**src/rtl/clk_meas_pkg.sv**
```systemverilog
// Shared types and defaults for the clock period meter.
package clk_meas_pkg;

  localparam int          CNT_W_DEF   = 31;
  localparam int unsigned TIMEOUT_DEF = 200_000_000;

  typedef enum logic [0:0] {
    ACQUIRE = 1'b0,
    MEASURE = 1'b1
  } state_t;

endpackage

```
**src/rtl/sync_edge_det.sv**
```systemverilog
// Two-flop synchroniser plus delay register; flags a rising edge of the synchronised level.
module sync_edge_det (
  input  logic clk,
  input  logic rst,
  input  logic din,
  output logic level,
  output logic rise
);

  logic s1, s2, sd;

  always_ff @(posedge clk or negedge rst) begin
    if (!rst) begin
      s1 <= 1'b0;
      s2 <= 1'b0;
      sd <= 1'b0;
    end else begin
      s1 <= din;
      s2 <= s1;
      sd <= s2;
    end
  end

  assign level = s2;
  assign rise  = s2 & ~sd;

endmodule

```
**src/rtl/clk_period_meter.sv**
```systemverilog
// Measures rise-to-rise period and high time of a slow asynchronous square wave in clk cycles.
module clk_period_meter
  import clk_meas_pkg::*;
#(
  parameter int          CNT_W   = CNT_W_DEF,
  parameter int unsigned TIMEOUT = TIMEOUT_DEF
) (
  input  logic             clk,
  input  logic             rst,
  input  logic             sig_in,
  output logic [CNT_W-1:0] period,
  output logic [CNT_W-1:0] high_time,
  output logic             meas_valid,
  output logic             timeout,
  output logic             locked
);

  localparam logic [CNT_W-1:0] PCNT_LAST = CNT_W'(TIMEOUT - 1);
  localparam logic [CNT_W-1:0] ONE       = CNT_W'(1);

  state_t           state;
  logic [CNT_W-1:0] pcnt, hcnt;
  logic             level, rise;

  sync_edge_det u_sync (
    .clk   (clk),
    .rst   (rst),
    .din   (sig_in),
    .level (level),
    .rise  (rise)
  );

  always_ff @(posedge clk or negedge rst) begin
    if (!rst) begin
      state      <= ACQUIRE;
      pcnt       <= '0;
      hcnt       <= '0;
      period     <= '0;
      high_time  <= '0;
      meas_valid <= 1'b0;
      timeout    <= 1'b0;
    end else begin
      meas_valid <= 1'b0;
      case (state)
        ACQUIRE: begin
          if (rise) begin
            pcnt  <= '0;
            hcnt  <= ONE;
            state <= MEASURE;
          end
        end
        MEASURE: begin
          // A rise on the final count still publishes: it is checked first.
          if (rise) begin
            period     <= pcnt + ONE;
            high_time  <= hcnt;
            meas_valid <= 1'b1;
            timeout    <= 1'b0;
            pcnt       <= '0;
            hcnt       <= ONE;
          end else if (pcnt == PCNT_LAST) begin
            timeout <= 1'b1;
            pcnt    <= '0;
            hcnt    <= '0;
            state   <= ACQUIRE;
          end else begin
            pcnt <= pcnt + ONE;
            if (level) hcnt <= hcnt + ONE;
          end
        end
        default: state <= ACQUIRE;
      endcase
    end
  end

  assign locked = (state == MEASURE);

endmodule

```
**config.mk**
```make
export PLATFORM = sky130hd
export DESIGN_NAME = clk_period_meter
export DESIGN_NICKNAME = d
export VERILOG_FILES = /design/src/rtl/clk_meas_pkg.sv /design/src/rtl/sync_edge_det.sv /design/src/rtl/clk_period_meter.sv
export SDC_FILE = /design/constraint.sdc
export NUM_CORES = 1
export LEC_CHECK = 0
export BUFFER_PORTS_ARGS = -buffer_cell sky130_fd_sc_hd__buf_2
export CAP_MARGIN = 20
export CELL_PAD_IN_SITES_DETAIL_PLACEMENT = 0
export CELL_PAD_IN_SITES_GLOBAL_PLACEMENT = 1
export CORE_MARGIN = 2
export CORE_UTILIZATION = 45
export CTS_CLUSTER_DIAMETER = 120
export DETAILED_ROUTE_END_ITERATION = 6
export PLACE_DENSITY_LB_ADDON = 0.1
export SLEW_MARGIN = 15
export SYNTH_ARGS = -nofsm -noshare
export SYNTH_HDL_FRONTEND = slang
export SYNTH_SLANG_ARGS = --single-unit
```
**constraint.sdc**
```tcl
create_clock -name clk -period 2.9 [get_ports clk]
set_input_delay 0.29 -clock clk [delete_from_list [all_inputs] [get_ports clk]]
set_output_delay 0.29 -clock clk [all_outputs]
set_load 0.005 [all_outputs]
```
==> impl_metrics.json, run 1 <==
{
  "outcome": "finished, final reports clean",
  "synth_adder_area_share": 0.00607,
  "gp_congestion": 0.844,
  "required_ps": 3240,
  "fillCellCount": 1219,
  "timing.fmax_mhz": 387,
  "fin_area_sq_mm": 0.00740,
  "rows": 42,
  "port_buffers": 67,
  "synthesis.nets": 670,
  "insertion_delay_ps": 420,
  "cp_top_family": "compound AO/OA/AOI/OAI gates",
  "tightest_slew_ps": 983,
  "placed_area_sq_mm": 0.00675,
  "final_max_slew_viol_count": 0,
  "yosys_warnings": 0,
  "clk_path_buf_depth": 2,
  "drc": 0,
  "final_core_util": 0.554,
  "grt_overflow": 0,
  "synth_compound_area_frac": 0.139,
  "ctsHtreeMaxLevel": 4,
  "finalHoldViolations": 0,
  "power_switching_uw": 1040,
  "synth_mux_area_frac": 0.0109,
  "wl_um": 14400,
  "arrival_ps": 2930,
  "antenna_found_initial": 0,
  "fin_crit_ps": 2590,
  "netlist_instances": 664,
  "drt_iter0_drc": 296,
  "synthTopCellsByArea": "dfrtp_1, nand2_1, o21ai_0",
  "p_int_uw": 3450,
  "grt_first_pass_wirelength_um": 24200,
  "synth_top_area_frac": 0.526,
  "cts.sinks": 130,
  "start_kind": "flop",
  "wl_per_cell_um": 15.6,
  "synth_edf_count": 0,
  "grt_pass1_vias": 4950,
  "final_common_cell": "nand2_1",
  "switching_share": 0.231,
  "via_per_inst": 5.56,
  "critPathMaxFanout": 28,
  "power_leakage_uw": 0.00355,
  "cp_cell_sequence": "and4b_1 -> and4_1 -> a211oi_4 -> buf_4 -> o21ai_0 -> a31oi_1",
  "grt_usage": 0.208,
  "pwr-share-clk": 0.496,
  "clk_pin_slew_ps": 60,
  "drive_above_1_share": 0.181,
  "ys.flop_type": "dfrtp_1",
  "rsz0062_at_grt": "no",
  "power_density_mw_per_mm2": 607,
  "setup_violations": 0,
  "maxCapViolCount": 0,
  "synth_top_family_by_area": "simple AND/OR/NAND/NOR gates",
  "tritoncts": "yes",
  "die_h_um": 121,
  "netlist_area_sq_mm": 0.00619,
  "pwr-share-comb": 0.066,
  "core_sq_mm": 0.0133,
  "dr_total_vias": 5125,
  "io_pins": 68,
  "synth_seq_cells": 130,
  "grt_start_max_net_pins": 57,
  "antenna_left": 0,
  "fin_nets": 739,
  "drt_pass1_iterations": 5,
  "slew_headroom": 0.345,
  "path_class": "reg -> reg",
  "diodes": 0,
  "synthXorXnorAreaFrac": 0.0439,
  "slowest_stage": "a211oi_4",
  "hold_path.class": "reg -> reg",
  "yosysTopAreaCell": "dfrtp_1",
  "yosysSeqAreaShare": 0.526,
  "syn_to_final_growth_pct": 19.5,
  "cts_inserted_buffers": 17,
  "crit_buf_inv": 1,
  "cts_resized": 0,
  "clock_skew_ps": 8.78,
  "dieArea_sq_mm": 0.0147,
  "ys_types": 45,
  "die_x_um": 121,
  "tns_ps": 0,
  "peakVddDrop_mv": 0.417,
  "pwr-share-seq": 0.438,
  "start_util": 0.464,
  "layout_common_cells": "nand2_1, dfrtp_1, buf_2",
  "cp-end-kind": "flop",
  "syn_area_per_cell_sq_um": 9.32,
  "place_hpwl_um": 9740,
  "synthSimpleGateAreaFrac": 0.242,
  "cpPeakStageDelay_ps": 740,
  "fin_crit_sh": 0.892,
  "async_flop_share": 1.00,
  "root_buffer": "clkbuf_16"
}
[Yosys cell counts, types with 2 or more instances]
master and count:
xnor2_1 17, inv_1 8, nor4b_1 2, nand2_1 148
o21ai_0 48, or4_4 2, or3_1 9, or4_1 5
a31oi_1 27, xor2_1 14, nor2_1 26, buf_2 12
a21oi_2 3, and4_1 3, nor3_1 4, a41oi_1 6
nor4_1 5, o31ai_1 20, nand3_1 34, nand4_1 28
ha_1 3, a21oi_1 28, clkbuf_1 26, dfrtp_1 130
and3_1 16, nand2b_1 11, nand3b_1 2, mux2_2 6
and2_1 5
[metrics by stage]
stage                     setup WS (ps)  cells  hold slack, ps  power (uW)
after floorplan                     675    664           -5.59        2160
after global placement              362    886             347        2290
after detailed placement            222    886             353        2300
after CTS                           217    920             389        4530
after global routing               86.6    922             383        4650
final                               314    922             383        4490
[power by group through the flow]
stage / Sequential (uW) / Combinational [uW] / Clock [uW]
after floorplan: 1970 / 194 / 0
after global placement: 1990 / 295 / 0
after detailed placement: 2000 / 301 / 0
after CTS: 1970 / 305 / 2260
after global routing: 1970 / 338 / 2340
final: 1970 / 297 / 2230
[final cells by class]
class / count / area (sq um) / share of cell area
Sequential cell: 130 / 3250 / 0.440
Tap cell: 176 / 220 / 0.0298
Multi-Input combinational cell: 486 / 2740 / 0.371
Clock buffer: 21 / 450 / 0.0609
Clock inverter: 11 / 159 / 0.0215
Timing Repair Buffer: 90 / 541 / 0.0731
Inverter: 8 / 30.0 / 0.00406
[cells by family after synthesis]
kind of cell	after synthesis
xor gates and xnor gates	31
DFF	130
buffers and inverters	48
muxes	6
and+or+nand+nor	305
AOI/OAI and AO/OA	141
adders and majority gates	3
[timing repair]
item                                    in CTS  in global routing
endpoints found under the setup margin       0                  4
endpoints found under the hold margin       43                  0
setup buffers                                0                  2
hold buffers                                 2                  0
[worst register-to-register path, stage by stage (launching register included)]
cell and delay [ps]:
dfrtp_1 470, and4b_1 250, and4_1 270, a211oi_4 750, buf_4 440, o21ai_0 150
a31oi_1 190
[routing by layer]
layer	track usage	part of all wire	routed length [um]
met1	0.271	0.45	6480
met2	0.340	0.50	7140
met3	0.0423	0.036	512
met4	0.0855	0.018	252
met5	0	0	0
[worst paths after layout]
path | start | end | slack (ps) | cells after the start
max | pcnt[14] | pcnt[7] | 310 | 6
max in group asynchronous | rst | hcnt[10] | 1530 | 3
max reg2reg | pcnt[14] | pcnt[7] | 310 | 6
min in group asynchronous | rst | high_time[7] | 420 | 2
min | u_sync.s1 | u_sync.level | 380 | 0
min reg2reg | u_sync.s1 | u_sync.level | 380 | 0
[sequential cells by signal, summed over array words and instances, names as in the netlist]
signal	cells
u_sync.sd	1
meas_valid	1
pcnt	31
period	31
hcnt	31
locked	1
high_time	31
timeout	1
u_sync.s1	1
u_sync.level	1
(Power assumes the default switching activity.)
==> run 2, diff against run 1 <==
--- a/config.mk
+++ b/config.mk
@@ -14,6 +14,7 @@
 export CTS_CLUSTER_DIAMETER = 120
 export DETAILED_ROUTE_END_ITERATION = 6
 export PLACE_DENSITY_LB_ADDON = 0.1
+export SETUP_SLACK_MARGIN = 0.5
 export SLEW_MARGIN = 15
 export SYNTH_ARGS = -nofsm -noshare
 export SYNTH_HDL_FRONTEND = slang
==> run 2 against run 1 <==
Net effect: die area did not move; clock-buffer cell count did not move; power rose by 0.34%; clock power barely moved; wire length rose by 3.3%.
==> impl_metrics.json, run 2 (synthesis results as in run 1) <==
{
  "fin_nets": 747,
  "cts.sinks": 130,
  "insertion_delay_ps": 420,
  "drive_above_1_share": 0.198,
  "timing.fmax_mhz": 440,
  "rows": 42,
  "cts_inserted_buffers": 17,
  "clock_skew_ps": 9.15,
  "power_leakage_uw": 0.00359,
  "outcome": "finished, final reports clean",
  "clk_pin_slew_ps": 60,
  "drt_pass1_iterations": 5,
  "slew_headroom": 0.548,
  "critPathMaxFanout": 6,
  "io_pins": 68,
  "via_per_inst": 5.59,
  "setup_violations": 0,
  "grt_overflow": 0,
  "wl_um": 14900,
  "core_sq_mm": 0.0133,
  "peakVddDrop_mv": 0.419,
  "dieArea_sq_mm": 0.0147,
  "rsz0062_at_grt": "no",
  "grt_first_pass_wirelength_um": 24200,
  "drc": 0,
  "fin_hold_ws_ps": 382,
  "dr_total_vias": 5199,
  "start_kind": "flop",
  "fillCellCount": 1210,
  "tightest_slew_ps": 677,
  "start_util": 0.464,
  "fin_crit_ps": 2270,
  "port_buffers": 67,
  "ctsHtreeMaxLevel": 4,
  "fin_crit_sh": 0.783,
  "syn_to_final_growth_pct": 21.4,
  "finalHoldViolations": 0,
  "die_x_um": 121,
  "grt_usage": 0.208,
  "grt_pass1_vias": 4953,
  "place_hpwl_um": 9740,
  "cp-end-kind": "flop",
  "wl_per_cell_um": 16.0,
  "arrival_ps": 2550,
  "layout_common_cells": "nand2_1, dfrtp_1, buf_2",
  "final_common_cell": "nand2_1",
  "tritoncts": "yes",
  "root_buffer": "clkbuf_16",
  "grt_start_max_net_pins": 57,
  "diodes": 0,
  "power_density_mw_per_mm2": 600,
  "clk_path_buf_depth": 2,
  "path_class": "reg -> reg",
  "antenna_found_initial": 0,
  "hold_path.class": "reg -> reg",
  "drt_iter0_drc": 349,
  "antenna_left": 0,
  "tns_ps": 0,
  "required_ps": 3180,
  "maxCapViolCount": 0,
  "die_h_um": 121,
  "final_max_slew_viol_count": 0,
  "gp_congestion": 0.844,
  "power_uw": 4510
}
[run 2: path summary, 6_finish.rpt]
check	from	cells after the start	slack, ps	end
setup / recovery	pcnt[1]	8	630	period[28]
hold / removal	u_sync.s1	0	380	u_sync.level
setup reg to reg	pcnt[1]	8	630	period[28]
hold reg to reg	u_sync.s1	0	380	u_sync.level
max in group asynchronous	rst	3	1530	hcnt[22]
min in group asynchronous	rst	2	420	high_time[7]
[run 2: final cells by class]
type / instances / area, sq um / share of cell area
inverters: 8 / 30.0 / 0.00400
well taps: 176 / 220 / 0.0293
flip-flops and latches: 130 / 3250 / 0.433
clock buffers: 21 / 450 / 0.0600
multi-input cells: 488 / 2810 / 0.374
repair buffers: 96 / 586 / 0.0780
clock inverters: 11 / 159 / 0.0212
[run 2: stage by stage]
step	area (sq um)	util	setup slack [ps]	std cells
2_1_floorplan	6190	-	675	664
3_3_place_gp	6750	0.506	362	886
3_5_place_dp	6750	0.506	222	886
4_1_cts	7390	0.554	319	921
5_1_grt	7510	0.563	473	930
6_report	7510	0.563	628	930
[run 2: layer usage]
layer | up-vias | GRT usage | routed length, um
met5 | - | 0 | 0
met4 | 0 | 0.0855 | 252
met3 | 21 | 0.0423 | 562
met2 | 121 | 0.341 | 7460
met1 | 2528 | 0.270 | 6590
li1 | 2529 | - | -
[run 2: timing repair]
action,in CTS,in global routing
gates cloned,0,2
buffers inserted,1,7
setup endpoints to repair,32,41
endpoints found under the hold margin,43,0
pin swaps,2,4
hold buffers,2,0
gates resized for setup,0,10
[run 2: power breakdown]
group | switching (uW) | total [uW] | internal, uW
combinational | 187 | 311 | 124
sequential | 85.8 | 1970 | 1890
clock | 772 | 2220 | 1450
[run 2: worst max-delay path: stages, from the launching register on]
cell and delay [ps]:
dfrtp_1 390, ha_2 270, nand3_4 130, nor4_4 470
buf_4 220, buf_4 130, nand4_1 200, xnor2_2 240
o21ai_0 90
==> run 3, diff against run 2 <==
==> constraint.sdc (replaced) <==
create_clock -name clk -period 2.3 [get_ports clk]
set_input_delay 0.23 -clock clk [delete_from_list [all_inputs] [get_ports clk]]
set_output_delay 0.23 -clock clk [all_outputs]
set_load 0.005 [all_outputs]
==> run 3 against run 2 <==
Net effect: setup slack worse by 590 ps; critical path type unchanged; fmax up 0.35%; largest power group unchanged; sequential share of layout area down 8.4 points; wire length up 34%.
==> impl_metrics.json, run 3 (synthesis results as in run 1) <==
{
  "gp_congestion": 0.855,
  "crit_top_cell": "buf_6",
  "critPathMaxFanout": 5,
  "dieArea_sq_mm": 0.0147,
  "final_common_cell": "nand2_1",
  "syn_to_final_growth_pct": 51.2,
  "grt_start_max_net_pins": 93,
  "dr_total_vias": 6061,
  "crit_buf_inv": 4,
  "clk_path_buf_depth": 2,
  "insertion_delay_ps": 430,
  "drt_pass1_iterations": 5,
  "setup_violations": 0,
  "place_hpwl_um": 10200,
  "fin_hold_ws_ps": 350,
  "tightest_slew_ps": 574,
  "antenna_found_initial": 0,
  "power_leakage_uw": 0.00436,
  "required_ps": 2590,
  "antenna_left": 0,
  "start_kind": "flop",
  "port_buffers": 67,
  "core_sq_mm": 0.0133,
  "fin_crit_ps": 2260,
  "placed_area_sq_mm": 0.00718,
  "cts.sinks": 130,
  "root_buffer": "clkbuf_16",
  "pre_cts_ws_ps": 84.8,
  "cp_top_family": "simple AND/OR/NAND/NOR gates",
  "grt_overflow": 0,
  "drc": 0,
  "fin_crit_sh": 0.984,
  "maxCapViolCount": 0,
  "start_util": 0.464,
  "ctsHtreeMaxLevel": 4,
  "die_h_um": 121,
  "fin_nets": 863,
  "rows": 42,
  "clk_pin_slew_ps": 60,
  "grt_usage": 0.249,
  "slowest_stage": "dfrtp_2",
  "path_class": "reg -> reg",
  "diodes": 0,
  "cp-end-kind": "flop",
  "grt_first_pass_wirelength_um": 28800,
  "cp_cell_sequence": "nor4_4 -> and4_4 -> a211oi_4 -> buf_6 -> buf_12 -> buf_6 -> buf_6 -> a31oi_2 -> a31oi_1",
  "peakVddDrop_mv": 0.463,
  "finalHoldViolations": 0,
  "power_density_mw_per_mm2": 610,
  "rsz0062_at_grt": "yes",
  "via_per_inst": 5.81,
  "tritoncts": "yes",
  "hold_path.class": "in -> async",
  "clock_skew_ps": 12.6,
  "outcome": "finished, final reports clean",
  "fin_area_sq_mm": 0.00936,
  "slew_headroom": 0.617,
  "grt_pass1_vias": 5910,
  "timing.fmax_mhz": 442,
  "wl_um": 19900,
  "tns_ps": 0,
  "die_x_um": 121,
  "cts_inserted_buffers": 17,
  "wl_per_cell_um": 19.1,
  "cpPeakStageDelay_ps": 450,
  "arrival_ps": 2560,
  "final_max_slew_viol_count": 0,
  "finalWorstSetupSlack_ps": 36.1,
  "drive_above_1_share": 0.431,
  "io_pins": 68,
  "layout_common_cells": "nand2_1, dfrtp_1, buf_4",
  "drt_iter0_drc": 420
}
## run 3: cell types whose count changed in the layout (fill, tap and decap cells not counted), moves of 10 or more
cell	previous run	this run
buf_4	26	97
o21ai_1	1	17
a21oi_1	28	5
dfrtp_1	130	116
a21oi_2	3	22
dfrtp_2	0	14
o31ai_1	20	7
buf_6	0	30
o21ai_0	48	29
nand3_1	34	24
## run 3: cell type report
class / count / area, sq um
Clock buffer: 23 / 478
Clock inverter: 6 / 57.6
Fill cell: 1009 / 3990
Inverter: 8 / 33.8
Multi-Input combinational cell: 487 / 3470
Sequential cell: 130 / 3270
Tap cell: 176 / 220
Timing Repair Buffer: 213 / 1830
## run 3: timing repair
| action | in CTS | in global routing |
|---|---|---|
| gates resized for setup | 74 | 95 |
| endpoints found under the setup margin | 97 | 103 |
| gates cloned | 7 | 2 |
| pin swaps | 36 | 43 |
| buffers inserted | 55 | 38 |
| hold endpoints to repair | 42 | 0 |
| hold buffers | 2 | 0 |
## run 3: worst register-to-register path: stages (launching register included)
cell	delay, ps
dfrtp_2	450
nor4_4	450
and4_4	380
a211oi_4	90
buf_6	150
buf_12	130
buf_6	110
buf_6	120
a31oi_2	190
a31oi_1	70
## run 3: layer usage
metal | share of wire | GRT usage
met1 | 0.41 | 0.305
met2 | 0.52 | 0.421
met3 | 0.045 | 0.0630
met4 | 0.029 | 0.101
met5 | 0 | 0
## run 3: stage by stage
step                instances  utilization  power [uW]
finish                   1043        0.701        5710
global route             1043        0.701        5900
CTS                      1003        0.647        5630
detailed placement        910        0.538        2960
global placement          910        0.538        2940
floorplan                 664            -        2780
## run 3: final timing paths
kind	slack, ps	end	depth (start not counted)	startpoint
min	350	high_time[24]	2	rst
max in group asynchronous	1270	pcnt[12]	3	rst
min reg2reg	350	u_sync.level	0	u_sync.s1
min in group clk	350	u_sync.level	0	u_sync.s1
max	40	pcnt[23]	9	pcnt[29]
max reg2reg	40	pcnt[23]	9	pcnt[29]
## run 3: where the power goes
part / switching, uW / internal [uW]
Combinational: 373 / 334
Sequential: 99.7 / 2380
Clock: 975 / 1540
Total: 1450 / 4260
